==> config.mk <==
export PLATFORM = sky130hd
export DESIGN_NAME = user_sprite_fetch_flat
export DESIGN_NICKNAME = d
export VERILOG_FILES = /design/src/rtl/user_sprite_fetch_if.sv /design/src/rtl/user_sprite_fetch.sv /design/src/flat_wrapper.sv
export SDC_FILE = /design/constraint.sdc
export NUM_CORES = 1
export LEC_CHECK = 0
export CORE_ASPECT_RATIO = 1.1
export CORE_UTILIZATION = 56
export CTS_CLUSTER_SIZE = 12
export DETAILED_ROUTE_END_ITERATION = 6
export HOLD_SLACK_MARGIN = 0.06
export PLACE_DENSITY = 0.93
export SKIP_LAST_GASP = 1
export SYNTH_ARGS = -nofsm -noshare
export SYNTH_HDL_FRONTEND = slang
export SYNTH_SLANG_ARGS = --single-unit
==> constraint.sdc <==
create_clock -name Clk -period 5.2 [get_ports Clk]
set_input_delay 0.78 -clock Clk [delete_from_list [all_inputs] [get_ports Clk]]
set_output_delay 0.78 -clock Clk [all_outputs]
set_load 0.02 [all_outputs]
==> src/rtl/user_sprite_fetch_if.sv <==
// ROM-side bus of the user sprite fetch stage: one shared read address, two image data returns.
interface user_sprite_fetch_if;
    logic [18:0] read_address;
    logic [3:0]  rom_left_data;
    logic [3:0]  rom_right_data;

    modport master (output read_address, input rom_left_data, input rom_right_data);
    modport slave  (input read_address, output rom_left_data, output rom_right_data);
endinterface

==> src/rtl/user_sprite_fetch.sv <==
// Per-pixel sprite fetch for the player fish: scan position -> ROM address -> aligned palette index.
// Optional build macro USER_SPRITE_MIRROR_EN: right-facing image is a mirror of the left ROM.
module user_sprite_fetch #(
    parameter int unsigned SPR_W      = 64,
    parameter int unsigned SPR_H      = 48,
    parameter logic [3:0]  TRANSP_IDX = 4'd0
) (
    input  logic                Clk,
    input  logic                Reset_n,
    input  logic                frame_start,
    input  logic [9:0]          DrawX,
    input  logic [9:0]          DrawY,
    input  logic [9:0]          pos_x,
    input  logic [9:0]          pos_y,
    input  logic                facing_right,
    user_sprite_fetch_if.master rom,
    output logic [3:0]          pix_idx,
    output logic                pix_opaque,
    output logic [15:0]         frame_opaque
);
    localparam int unsigned CW   = 11;
    localparam int unsigned AW   = 19;
    localparam int unsigned CNTW = 16;

    logic [9:0]      sx_q, sx_d, sy_q, sy_d;
    logic            sdir_q, sdir_d;
    logic [AW-1:0]   addr_q, addr_d;
    logic            in_box_d1_q, in_box_d1_d, in_box_d2_q, in_box_d2_d;
    logic            dir_d1_q, dir_d1_d, dir_d2_q, dir_d2_d;
    logic [3:0]      pix_idx_q, pix_idx_d;
    logic            pix_opaque_q, pix_opaque_d;
    logic [CNTW-1:0] cnt_q, cnt_d, cnt_sum;
    logic [CNTW-1:0] frame_opaque_q, frame_opaque_d;

    logic [CW-1:0]   x_ext, y_ext, sx_ext, sy_ext, col, row, col_eff;
    logic            in_box;
    logic [3:0]      rom_d;

    always_comb begin
        sx_d           = sx_q;
        sy_d           = sy_q;
        sdir_d         = sdir_q;
        frame_opaque_d = frame_opaque_q;

        // New position takes effect only for pixels after the frame_start edge
        if (frame_start) begin
            sx_d   = pos_x;
            sy_d   = pos_y;
            sdir_d = facing_right;
        end

        // 11-bit compare so a sprite hanging off the right/bottom edge clips instead of wrapping
        x_ext  = {1'b0, DrawX};
        y_ext  = {1'b0, DrawY};
        sx_ext = {1'b0, sx_q};
        sy_ext = {1'b0, sy_q};
        col    = x_ext - sx_ext;
        row    = y_ext - sy_ext;
        in_box = (x_ext >= sx_ext) && (x_ext < sx_ext + CW'(SPR_W)) &&
                 (y_ext >= sy_ext) && (y_ext < sy_ext + CW'(SPR_H));

        col_eff = col;
`ifdef USER_SPRITE_MIRROR_EN
        if (sdir_q) col_eff = CW'(SPR_W - 1) - col;
`endif
        addr_d = in_box ? (AW'(row) * AW'(SPR_W) + AW'(col_eff)) : '0;

        in_box_d1_d = in_box;
        dir_d1_d    = sdir_q;
        in_box_d2_d = in_box_d1_q;
        dir_d2_d    = dir_d1_q;

`ifdef USER_SPRITE_MIRROR_EN
        rom_d = rom.rom_left_data;
`else
        rom_d = dir_d2_q ? rom.rom_right_data : rom.rom_left_data;
`endif
        pix_idx_d    = in_box_d2_q ? rom_d : 4'd0;
        pix_opaque_d = in_box_d2_q && (rom_d != TRANSP_IDX);

        // Saturating opaque count; a frame_start cycle still contributes its own pixel
        cnt_sum = (cnt_q == '1) ? cnt_q : cnt_q + CNTW'(pix_opaque_d);
        cnt_d   = cnt_sum;
        if (frame_start) begin
            frame_opaque_d = cnt_sum;
            cnt_d          = '0;
        end
    end

    always_ff @(posedge Clk or negedge Reset_n) begin
        if (!Reset_n) begin
            sx_q           <= '0;
            sy_q           <= '0;
            sdir_q         <= 1'b0;
            addr_q         <= '0;
            in_box_d1_q    <= 1'b0;
            in_box_d2_q    <= 1'b0;
            dir_d1_q       <= 1'b0;
            dir_d2_q       <= 1'b0;
            pix_idx_q      <= '0;
            pix_opaque_q   <= 1'b0;
            cnt_q          <= '0;
            frame_opaque_q <= '0;
        end else begin
            sx_q           <= sx_d;
            sy_q           <= sy_d;
            sdir_q         <= sdir_d;
            addr_q         <= addr_d;
            in_box_d1_q    <= in_box_d1_d;
            in_box_d2_q    <= in_box_d2_d;
            dir_d1_q       <= dir_d1_d;
            dir_d2_q       <= dir_d2_d;
            pix_idx_q      <= pix_idx_d;
            pix_opaque_q   <= pix_opaque_d;
            cnt_q          <= cnt_d;
            frame_opaque_q <= frame_opaque_d;
        end
    end

`ifdef USER_SPRITE_MIRROR_EN
    logic unused_right;
    assign unused_right = ^{rom.rom_right_data, dir_d2_q};
`endif

    assign rom.read_address = addr_q;
    assign pix_idx          = pix_idx_q;
    assign pix_opaque       = pix_opaque_q;
    assign frame_opaque     = frame_opaque_q;
endmodule

==> src/flat_wrapper.sv <==
// flat-port wrapper written by rule: the top's interface ports become plain ports
module user_sprite_fetch_flat 
#(
    parameter int unsigned SPR_W      = 64,
    parameter int unsigned SPR_H      = 48,
    parameter logic [3:0]  TRANSP_IDX = 4'd0
)
  (Clk, Reset_n, frame_start, DrawX, DrawY, pos_x, pos_y, facing_right, pix_idx, pix_opaque, frame_opaque, rom_read_address, rom_rom_left_data, rom_rom_right_data);
  user_sprite_fetch_if rom_i ();
  input  logic Clk;
  input  logic Reset_n;
  input  logic frame_start;
  input  logic [9:0] DrawX;
  input  logic [9:0] DrawY;
  input  logic [9:0] pos_x;
  input  logic [9:0] pos_y;
  input  logic facing_right;
  output logic [3:0] pix_idx;
  output logic pix_opaque;
  output logic [15:0] frame_opaque;
  output wire logic [$bits(rom_i.read_address)-1:0] rom_read_address;
  input wire logic [$bits(rom_i.rom_left_data)-1:0] rom_rom_left_data;
  input wire logic [$bits(rom_i.rom_right_data)-1:0] rom_rom_right_data;
  assign rom_read_address = rom_i.read_address;
  assign rom_i.rom_left_data = rom_rom_left_data;
  assign rom_i.rom_right_data = rom_rom_right_data;
  user_sprite_fetch #(.SPR_W(SPR_W), .SPR_H(SPR_H), .TRANSP_IDX(TRANSP_IDX)) u_core (.Clk(Clk), .Reset_n(Reset_n), .frame_start(frame_start), .DrawX(DrawX), .DrawY(DrawY), .pos_x(pos_x), .pos_y(pos_y), .facing_right(facing_right), .rom(rom_i), .pix_idx(pix_idx), .pix_opaque(pix_opaque), .frame_opaque(frame_opaque));
endmodule
==> results.md, run 1 <==
- Count of port buffers added during placement: 90
- Clock tree from TritonCTS: built
- Arrival time of data at the critical path endpoint: 4.53 ns
- Worst Hold Class: reg -> reg
- Vias after detailed routing: 3864
- Final Routed Wirelength: 10700 um
- Area share of xor/xnor cells in the synthesized design: 0.0696
- Vias in the first global route: 4026
- Max-cap violations: 0
- Leftover overflow at the end of global routing: 0
- Final-report setup violation count: 0
- Number of routed nets with antenna violations: 0
- Count of buffering cells on the critical path with inverters included: 3
- Core region area: 8000 um2
- Kind of end point of the critical path: register
- Async set-or-reset flop fraction in the synthesized netlist: 1.00
- # diodes: 0
- Via density per instance: 5.57
- Run status: finished clean
- Gate family responsible for the most delay along the worst path: compound AO/OA/AOI/OAI gates
- Final Cycle Share: 0.829
- Horizontal die dimension: 88.9 um
- Worst-path cell chain: clkdlybuf4s50_1, inv_1, ha_1, inv_1, fa_1, a21oi_1, o21ai_0, a21o_1, a21oi_1, o21ai_0, xor2_1, ha_1, a21oi_1, o211ai_1, o31ai_1, a2111oi_0, nand3_1, xnor2_1, nor2_1
- CP Class: in -> reg
- Post-route DRC violation count: 0
- Biggest area consumer among synthesized cells: sky130_fd_sc_hd__dfrtp_1
- Worst-path fanout max: 3
- Highest ir drop seen on vdd: 172 uV
- Gate count of the mapped netlist: 496
- Top cells by area, synth: sky130_fd_sc_hd__dfrtp_1 (43%), sky130_fd_sc_hd__ha_1 (10%), sky130_fd_sc_hd__nor2_1 (4.9%)
- Adder-cell share of the synthesized area: 0.118
- Total nets after synthesis: 590
- Clk Tree Root Cell: sky130_fd_sc_hd__clkbuf_8
- Cell depth of the worst hold path: 0
- Total global-route track usage: 0.272
- Pin count of the biggest net entering global routing: 86
- Largest family of logic cells by synthesized area: simple AND/OR/NAND/NOR gates
- Wire length of the first global-routing pass: 17900 um
- Synthesis-to-finish area growth: 24.1%
- Most numerous cell on the critical path: sky130_fd_sc_hd__a21oi_1
- Area share of the largest cell type after synthesis: 0.430
- Number of resized instances in the post-cts repair step: 0
- Mapped cell area: 4650 um2
- Max frequency: 232 MHz
- Ys flop type: sky130_fd_sc_hd__dfrtp_1
- Critical path depth in cells: 19
- Ys Warns: 0
- Simple-gate share of the synthesized area: 0.161
- CP peak stage delay: 0.40 ns
- Worst slew margin relative to its limit: 0.356
- First-pass iteration count of the detailed router: 4
- Leakage power figure: 2.60 nW
- Mux contribution to synthesized area: 0.0245
- Post CTS Setup Buffer Count: 0
- Layout cells sized above 1: 0.0597
- Post-layout net count: 675
- Effective utilization at floorplan: 0.582
- Crit-path slowest cell: sky130_fd_sc_hd__clkdlybuf4s50_1
- CP Data Required Time: 5.42 ns
- Sort of element at the start of the critical path: input port
- Complex-gate fraction of the synthesized area: 0.146
- PwrDens: 286 nW/um2
- Clock edge transition at the registers on the reported setup and hold paths: 0.09 ns
- EDFF count, synth: 0
- Clock sink total: 80
- Maximum buffer depth of the clock tree: 2
- Clock Latency Late Sink: 0.36 ns
- I/O pin count: 92
- Detailed Place HPWL: 8080 um
- Flip-flop and latch count after synthesis: 80
- Final RePlAce weighted congestion: 0.981
- Number of antenna violations at the first check in global routing: 0
- Routed wire per std cell: 15.4 um
- Sequential share of the synthesized area: 0.430
- Final setup skew: 0.0103 ns
- Setup repair after global routing missed its margin: false
- Number of cells on the worst reg-to-reg path: 17
- Hold-fix buffer count after cts: 0
- Placement Rows: 34
- Area after DPL: 5600 um2
- Avg Cell Area, Syn: 9.38 um2
- Number of hold-slack violations in the final timing report: 0
- Number of distinct library cells after synthesis: 58
- Slew of the pin with the lowest slew margin: 0.966 ns
- Initial detailed-routing violation count: 214
- Pins Over Slew Limit: 0
- H-tree depth reported by CTS: 3
- Height of the die: 97.6 um
- Floorplan die area: 8680 um2
- Accumulated negative setup slack: 0 ns
- CTS buffer count: 9
- Shortest period the worst path allows: 4.31 ns
- Finished layout cell area: 5770 um2
cell usage in the layout, fill, tap and decap left out, types with 3 or more instances in the layout:
master / netlist / final
sky130_fd_sc_hd__inv_1: 37 / 37
sky130_fd_sc_hd__nand4_1: 5 / 5
sky130_fd_sc_hd__xor2_1: 17 / 17
sky130_fd_sc_hd__mux2i_1: 8 / 8
sky130_fd_sc_hd__a21oi_1: 34 / 34
sky130_fd_sc_hd__o21ai_0: 31 / 31
sky130_fd_sc_hd__xnor2_1: 20 / 20
sky130_fd_sc_hd__fa_1: 3 / 3
sky130_fd_sc_hd__mux2_2: 3 / 3
sky130_fd_sc_hd__o21a_1: 4 / 4
sky130_fd_sc_hd__nor3_1: 9 / 9
sky130_fd_sc_hd__nand3_1: 11 / 11
sky130_fd_sc_hd__nand2b_1: 4 / 4
sky130_fd_sc_hd__nor2b_1: 9 / 9
sky130_fd_sc_hd__clkdlybuf4s50_1: 0 / 88
sky130_fd_sc_hd__clkinvlp_4: 0 / 3
sky130_fd_sc_hd__nor2_2: 5 / 5
sky130_fd_sc_hd__o211ai_1: 6 / 6
sky130_fd_sc_hd__a211oi_1: 4 / 4
sky130_fd_sc_hd__a21o_1: 5 / 5
sky130_fd_sc_hd__nand2_1: 44 / 44
sky130_fd_sc_hd__ha_1: 39 / 39
sky130_fd_sc_hd__clkbuf_8: 0 / 9
sky130_fd_sc_hd__dfrtp_1: 80 / 80
sky130_fd_sc_hd__nor2_1: 61 / 61
stage by stage:
| stage | setup WS [ns] | total power, W | hold WS [ns] | util | cells |
|---|---|---|---|---|---|
| after global routing | 0.439 | 0.00175 | 0.372 | 0.722 | 694 |
| after global placement | 0.693 | 0.00123 | 0.333 | 0.700 | 678 |
| after detailed placement | 0.567 | 0.00125 | 0.336 | 0.700 | 678 |
| final | 0.891 | 0.00165 | 0.352 | 0.722 | 694 |
| after CTS | 0.939 | 0.00166 | 0.356 | 0.722 | 694 |
| after floorplan | 1.43 | 0.00107 | 0.331 | - | 496 |
layout make-up:
class	count	area (um2)
flip-flops and latches	80	2000
repair buffers	91	901
inverters	38	143
clock inverters	6	45.0
well taps	108	135
fillers	616	2220
clock buffers	10	128
multi-input cells	361	2420
synth_stat cells (all sizes together), types with 2 or more instances:
library cell and number:
a2111oi 3, a211o 2, a211oi 5, a21boi 2, a21o 6, a21oi 34, a31oi 2, and3 2
buf 6, clkbuf 11, dfrtp 80, fa 3, ha 39, inv 38, mux2 3, mux2i 8
nand2 44, nand2b 4, nand3 11, nand4 5, nor2 66, nor2b 9, nor3 9, nor3b 2
nor4 2, o211ai 6, o21a 4, o21ai 33, o22ai 2, or2 2, or3 2, xnor2 20
xor2 17
cell families (layout without fill, tap and decap cells):
kind of cell | count (synthesis) | after routing
AO/OA/AOI/OAI | 108 | 108
XOR/XNOR | 37 | 37
adder cells (fa/ha/maj) | 42 | 42
buffers and inverters | 55 | 145
flip-flops | 80 | 80
multiplexers | 11 | 11
other | 1 | 1
AND/OR/NAND/NOR | 162 | 162
where the power goes:
part,switching (W),internal [W],leakage [nW]
clock network,0.000234,0.000175,0.0789
logic,0.000313,0.000246,1.47
registers,0.0000212,0.000661,1.05
total,0.000568,0.00108,2.60
per-layer routing:
metal  vias to the layer above  global-route usage  wire length (um)
met5                         -                   0                 0
met4                         0               0.134               318
met3                        29              0.0493               490
met2                       136               0.483              5770
met1                      1844               0.303              4130
li1                       1855                   -                 -
flip-flops by register name, summed over array words and instances, names as in the netlist:
signal / count
u_core.in_box_d1_q: 1
u_core.in_box_d2_q: 1
u_core.cnt_q: 16
u_core.frame_opaque: 16
u_core.dir_d1_d: 1
u_core.dir_d1_q: 1
u_core.dir_d2_q: 1
u_core.sy_q: 10
u_core.rom.read_address: 18
u_core.pix_idx: 4
u_core.pix_opaque: 1
u_core.sx_q: 10
final timing paths:
kind,start,endpoint,slack [ns]
setup / recovery,DrawX[0],u_core.rom.read_address[16]$_DFF_PN0_,0.89
min in group asynchronous,Reset_n,u_core.frame_opaque[10]$_DFFE_PN0P_,0.59
hold reg to reg,u_core.dir_d1_q$_DFF_PN0_,u_core.dir_d2_q$_DFF_PN0_,0.35
hold / removal,u_core.dir_d1_q$_DFF_PN0_,u_core.dir_d2_q$_DFF_PN0_,0.35
max in group asynchronous,Reset_n,u_core.rom.read_address[4]$_DFF_PN0_,4.01
setup reg to reg,u_core.sx_q[0]$_DFFE_PN0P_,u_core.rom.read_address[16]$_DFF_PN0_,1.40
worst register-to-register path, stage by stage (launching register included):
cell and delay (ns):
sky130_fd_sc_hd__dfrtp_1 0.36, sky130_fd_sc_hd__ha_1 0.19, sky130_fd_sc_hd__inv_1 0.06, sky130_fd_sc_hd__fa_1 0.39, sky130_fd_sc_hd__a21oi_1 0.13, sky130_fd_sc_hd__o21ai_0 0.15, sky130_fd_sc_hd__a21o_1 0.21, sky130_fd_sc_hd__a21oi_1 0.19
sky130_fd_sc_hd__o21ai_0 0.18, sky130_fd_sc_hd__xor2_1 0.18, sky130_fd_sc_hd__ha_1 0.35, sky130_fd_sc_hd__a21oi_1 0.10, sky130_fd_sc_hd__o211ai_1 0.34, sky130_fd_sc_hd__o31ai_1 0.13, sky130_fd_sc_hd__a2111oi_0 0.34, sky130_fd_sc_hd__nand3_1 0.15
sky130_fd_sc_hd__xnor2_1 0.16, sky130_fd_sc_hd__nor2_1 0.06
Note: power is estimated with default switching activity, not from simulation.
==> inputs of run 2 (changes only) <==
--- a/config.mk
+++ b/config.mk
@@ -6,11 +6,11 @@
 export NUM_CORES = 1
 export LEC_CHECK = 0
 export CORE_ASPECT_RATIO = 1.1
-export CORE_UTILIZATION = 56
+export CORE_UTILIZATION = 47
 export CTS_CLUSTER_SIZE = 12
 export DETAILED_ROUTE_END_ITERATION = 6
 export HOLD_SLACK_MARGIN = 0.06
-export PLACE_DENSITY = 0.93
+export PLACE_DENSITY = 0.84
 export SKIP_LAST_GASP = 1
 export SYNTH_ARGS = -nofsm -noshare
 export SYNTH_HDL_FRONTEND = slang
==> constraint.sdc (replaced) <==
create_clock -name Clk -period 3.7 [get_ports Clk]
set_input_delay 0.555 -clock Clk [delete_from_list [all_inputs] [get_ports Clk]]
set_output_delay 0.555 -clock Clk [all_outputs]
set_load 0.02 [all_outputs]
==> results.md, run 2 (synthesis results as in run 1) <==
- Clk Tree Root Cell: sky130_fd_sc_hd__clkbuf_8
- First-pass iteration count of the detailed router: 4 (unchanged)
- Cell Int Power: 0.00179 W (+66%)
- Number of antenna violations at the first check in global routing: 0 (unchanged)
- Worst Hold Class: reg -> reg
- Clock edge transition at the registers on the reported setup and hold paths: 0.08 ns (about the same)
- Hold Slack: 0.352 ns (+0.000683 ns)
- Height of the die: 106 um (+9.0%)
- Pin count of the biggest net entering global routing: 81 (-5.8%)
- Final RePlAce weighted congestion: 0.891 (-9.2%)
- Arrival time of data at the critical path endpoint: 3.68 ns (-0.85 ns)
- Synthesis-to-finish area growth: 30.7%
- Top library cells by usage in the layout, fill and taps aside: sky130_fd_sc_hd__clkdlybuf4s50_1 (86), sky130_fd_sc_hd__dfrtp_1 (80), sky130_fd_sc_hd__nor2_1 (61), sky130_fd_sc_hd__nand2_1 (44), sky130_fd_sc_hd__ha_1 (37)
- Area after DPL: 5760 um2 (+2.9%)
- Clock tree from TritonCTS: built
- Most common cell after layout, fill and taps aside: sky130_fd_sc_hd__clkdlybuf4s50_1
- Vias after detailed routing: 3953 (+2.3%)
- Total power draw: 0.00262 W (+59%)
- Detailed Place HPWL: 8270 um (+2.3%)
- Pins Over Slew Limit: 0 (unchanged)
- Run status: finished clean
- Finished layout cell area: 6080 um2 (+5.3%)
- Placement Rows: 37 (+8.8%)
- Core region area: 9490 um2 (+19%)
- Horizontal die dimension: 96.9 um (+9.0%)
- Wire length of the first global-routing pass: 17800 um (-0.73%)
- Share of power burned in the clock network: 0.292 (+0.045)
- Maximum buffer depth of the clock tree: 2 (unchanged)
- Routed wire per std cell: 15.0 um (-3.0%)
- Sort of element at the start of the critical path: input port
- Floorplan die area: 10300 um2 (+19%)
- Final core utilization: 0.641 (-0.0811)
- Net load switching power: 0.000831 W (+46%)
- Final setup skew: 0.0103 ns (+0.0000170 ns)
- Number of routed nets with antenna violations: 0 (unchanged)
- Effective utilization at floorplan: 0.490 (-0.0915)
- Final Routed Wirelength: 10900 um (+2.0%)
- Total global-route track usage: 0.219 (-0.0524)
- Leftover overflow at the end of global routing: 0 (unchanged)
- CP Class: in -> reg
- PwrDens: 431 nW/um2 (+51%)
- Area of the multi-input gates: 2450 um2 (+1.2%)
- Clock sink total: 80 (unchanged)
- Max frequency: 289 MHz
- I/O pin count: 92 (unchanged)
- Switch share: 0.317 (-0.0275)
- Shortest period the worst path allows: 3.46 ns
- Final-report setup violation count: 0 (unchanged)
- Slew of the pin with the lowest slew margin: 0.988 ns (+0.0220 ns)
- FF+latch area: 2000 um2 (unchanged)
- Clock Latency Late Sink: 0.37 ns (about the same)
- Post-route DRC violation count: 0 (unchanged)
- Worst slew margin relative to its limit: 0.341 (-0.0146)
- Count of port buffers added during placement: 90 (unchanged)
- Sequential Power Share: 0.365 (-0.049)
- Final Cycle Share: 0.935
- Worst-path fanout max: 2 (-1)
- CTS buffer count: 9 (unchanged)
- Count of filler cells inserted in the layout: 770 (+25%)
- Highest ir drop seen on vdd: 189 uV (+9.9%)
- # diodes: 0 (unchanged)
- CP Data Required Time: 3.93 ns (-1.49 ns)
- Layout cells sized above 1: 0.117 (+0.0577)
- Via density per instance: 5.42 (-2.7%)
- Leakage power figure: 2.77 nW (+6.7%)
- Kind of end point of the critical path: register
- Post-layout net count: 702 (+4.0%)
- H-tree depth reported by CTS: 3 (unchanged)
- Combinational fraction of design power: 0.342 (+0.003)
- Max-cap violations: 0 (unchanged)
- Initial detailed-routing violation count: 149 (-30%)
- Number of hold-slack violations in the final timing report: 0 (unchanged)
- Setup repair after global routing missed its margin: false
- Max FFs per register: 18 (unchanged)
- Vias in the first global route: 3966 (-1.5%)
[run 2: cell count changes in the layout (fill, tap and decap cells not counted), moves of 2 or more]
cell and change:
sky130_fd_sc_hd__o21ai_0 -2, sky130_fd_sc_hd__ha_2 +2, sky130_fd_sc_hd__a21oi_2 +3, sky130_fd_sc_hd__clkdlybuf4s50_1 -2
sky130_fd_sc_hd__ha_1 -2, sky130_fd_sc_hd__o21ai_1 +2, sky130_fd_sc_hd__dlygate4sd2_1 +2, sky130_fd_sc_hd__clkbuf_8 +2
sky130_fd_sc_hd__clkinvlp_4 -2, sky130_fd_sc_hd__fa_1 -2, sky130_fd_sc_hd__bufinv_16 +2, sky130_fd_sc_hd__a21oi_1 -3
sky130_fd_sc_hd__buf_4 +27, sky130_fd_sc_hd__fa_2 +2
[run 2: path summary, 6_finish.rpt]
kind | startpoint | endpoint | depth (start not counted) | slack [ns]
setup / recovery | DrawX[0] | u_core.rom.read_address[16]$_DFF_PN0_ | 20 | 0.24
hold / removal | u_core.dir_d1_q$_DFF_PN0_ | u_core.dir_d2_q$_DFF_PN0_ | 0 | 0.35
setup reg to reg | u_core.sx_q[1]$_DFFE_PN0P_ | u_core.rom.read_address[16]$_DFF_PN0_ | 17 | 0.29
hold reg to reg | u_core.dir_d1_q$_DFF_PN0_ | u_core.dir_d2_q$_DFF_PN0_ | 0 | 0.35
max in group asynchronous | Reset_n | u_core.sy_q[3]$_DFFE_PN0P_ | 1 | 2.73
min in group asynchronous | Reset_n | u_core.frame_opaque[13]$_DFFE_PN0P_ | 1 | 0.36
[run 2: layout make-up]
type	instances	area share
timing repair buffer	118	0.181
clock buffer	11	0.0249
sequential	80	0.329
multi-input combinational	361	0.403
inverter	38	0.0235
tap	117	0.0241
clock inverter	5	0.0144
[run 2: routing by layer]
metal | track usage | up-vias | part of all wire
met3 | 0.0414 | 36 | 0.044
met1 | 0.236 | 1871 | 0.40
met4 | 0.120 | 0 | 0.035
met2 | 0.403 | 126 | 0.52
li1 | - | 1920 | -
met5 | 0 | - | 0
[run 2: what timing repair did]
| item | CTS | global route |
|---|---|---|
| pin swaps | 15 | 7 |
| resized for setup | 13 | 1 |
| endpoints found under the setup margin | 1 | 1 |
| setup buffers | 6 | 1 |
| hold buffers | 0 | 0 |
[run 2: power groups by stage]
stage,Combinational [W],Sequential [W],Clock (W)
global route,0.000988,0.000965,0.000813
global placement,0.000826,0.000974,0
CTS,0.000897,0.000958,0.000779
detailed placement,0.000849,0.000976,0
floorplan,0.000489,0.00101,0
finish,0.000898,0.000958,0.000767
[run 2: metrics by stage]
stage                     setup TNS (ns)  worst slack [ns]  instances
final                                  0             0.241        730
after CTS                              0             0.127        729
after floorplan                        0             0.159        496
after global placement             -1.34            -0.387        707
after detailed placement           -2.14            -0.532        707
after global routing                   0           0.00492        730
[run 2: worst max-delay path: stages]
cell and delay (ns):
sky130_fd_sc_hd__dlygate4sd2_1 0.22, sky130_fd_sc_hd__inv_1 0.06, sky130_fd_sc_hd__ha_2 0.19, sky130_fd_sc_hd__inv_2 0.04, sky130_fd_sc_hd__fa_2 0.35, sky130_fd_sc_hd__a21oi_2 0.14, sky130_fd_sc_hd__o21ai_1 0.10, sky130_fd_sc_hd__a21o_1 0.17
sky130_fd_sc_hd__a21oi_2 0.13, sky130_fd_sc_hd__buf_4 0.13, sky130_fd_sc_hd__xnor2_2 0.10, sky130_fd_sc_hd__ha_2 0.21, sky130_fd_sc_hd__fa_2 0.21, sky130_fd_sc_hd__a21oi_2 0.06, sky130_fd_sc_hd__o211ai_1 0.25, sky130_fd_sc_hd__o31ai_1 0.11
sky130_fd_sc_hd__a2111oi_1 0.28, sky130_fd_sc_hd__nand3_1 0.14, sky130_fd_sc_hd__xnor2_1 0.16, sky130_fd_sc_hd__nor2_1 0.06
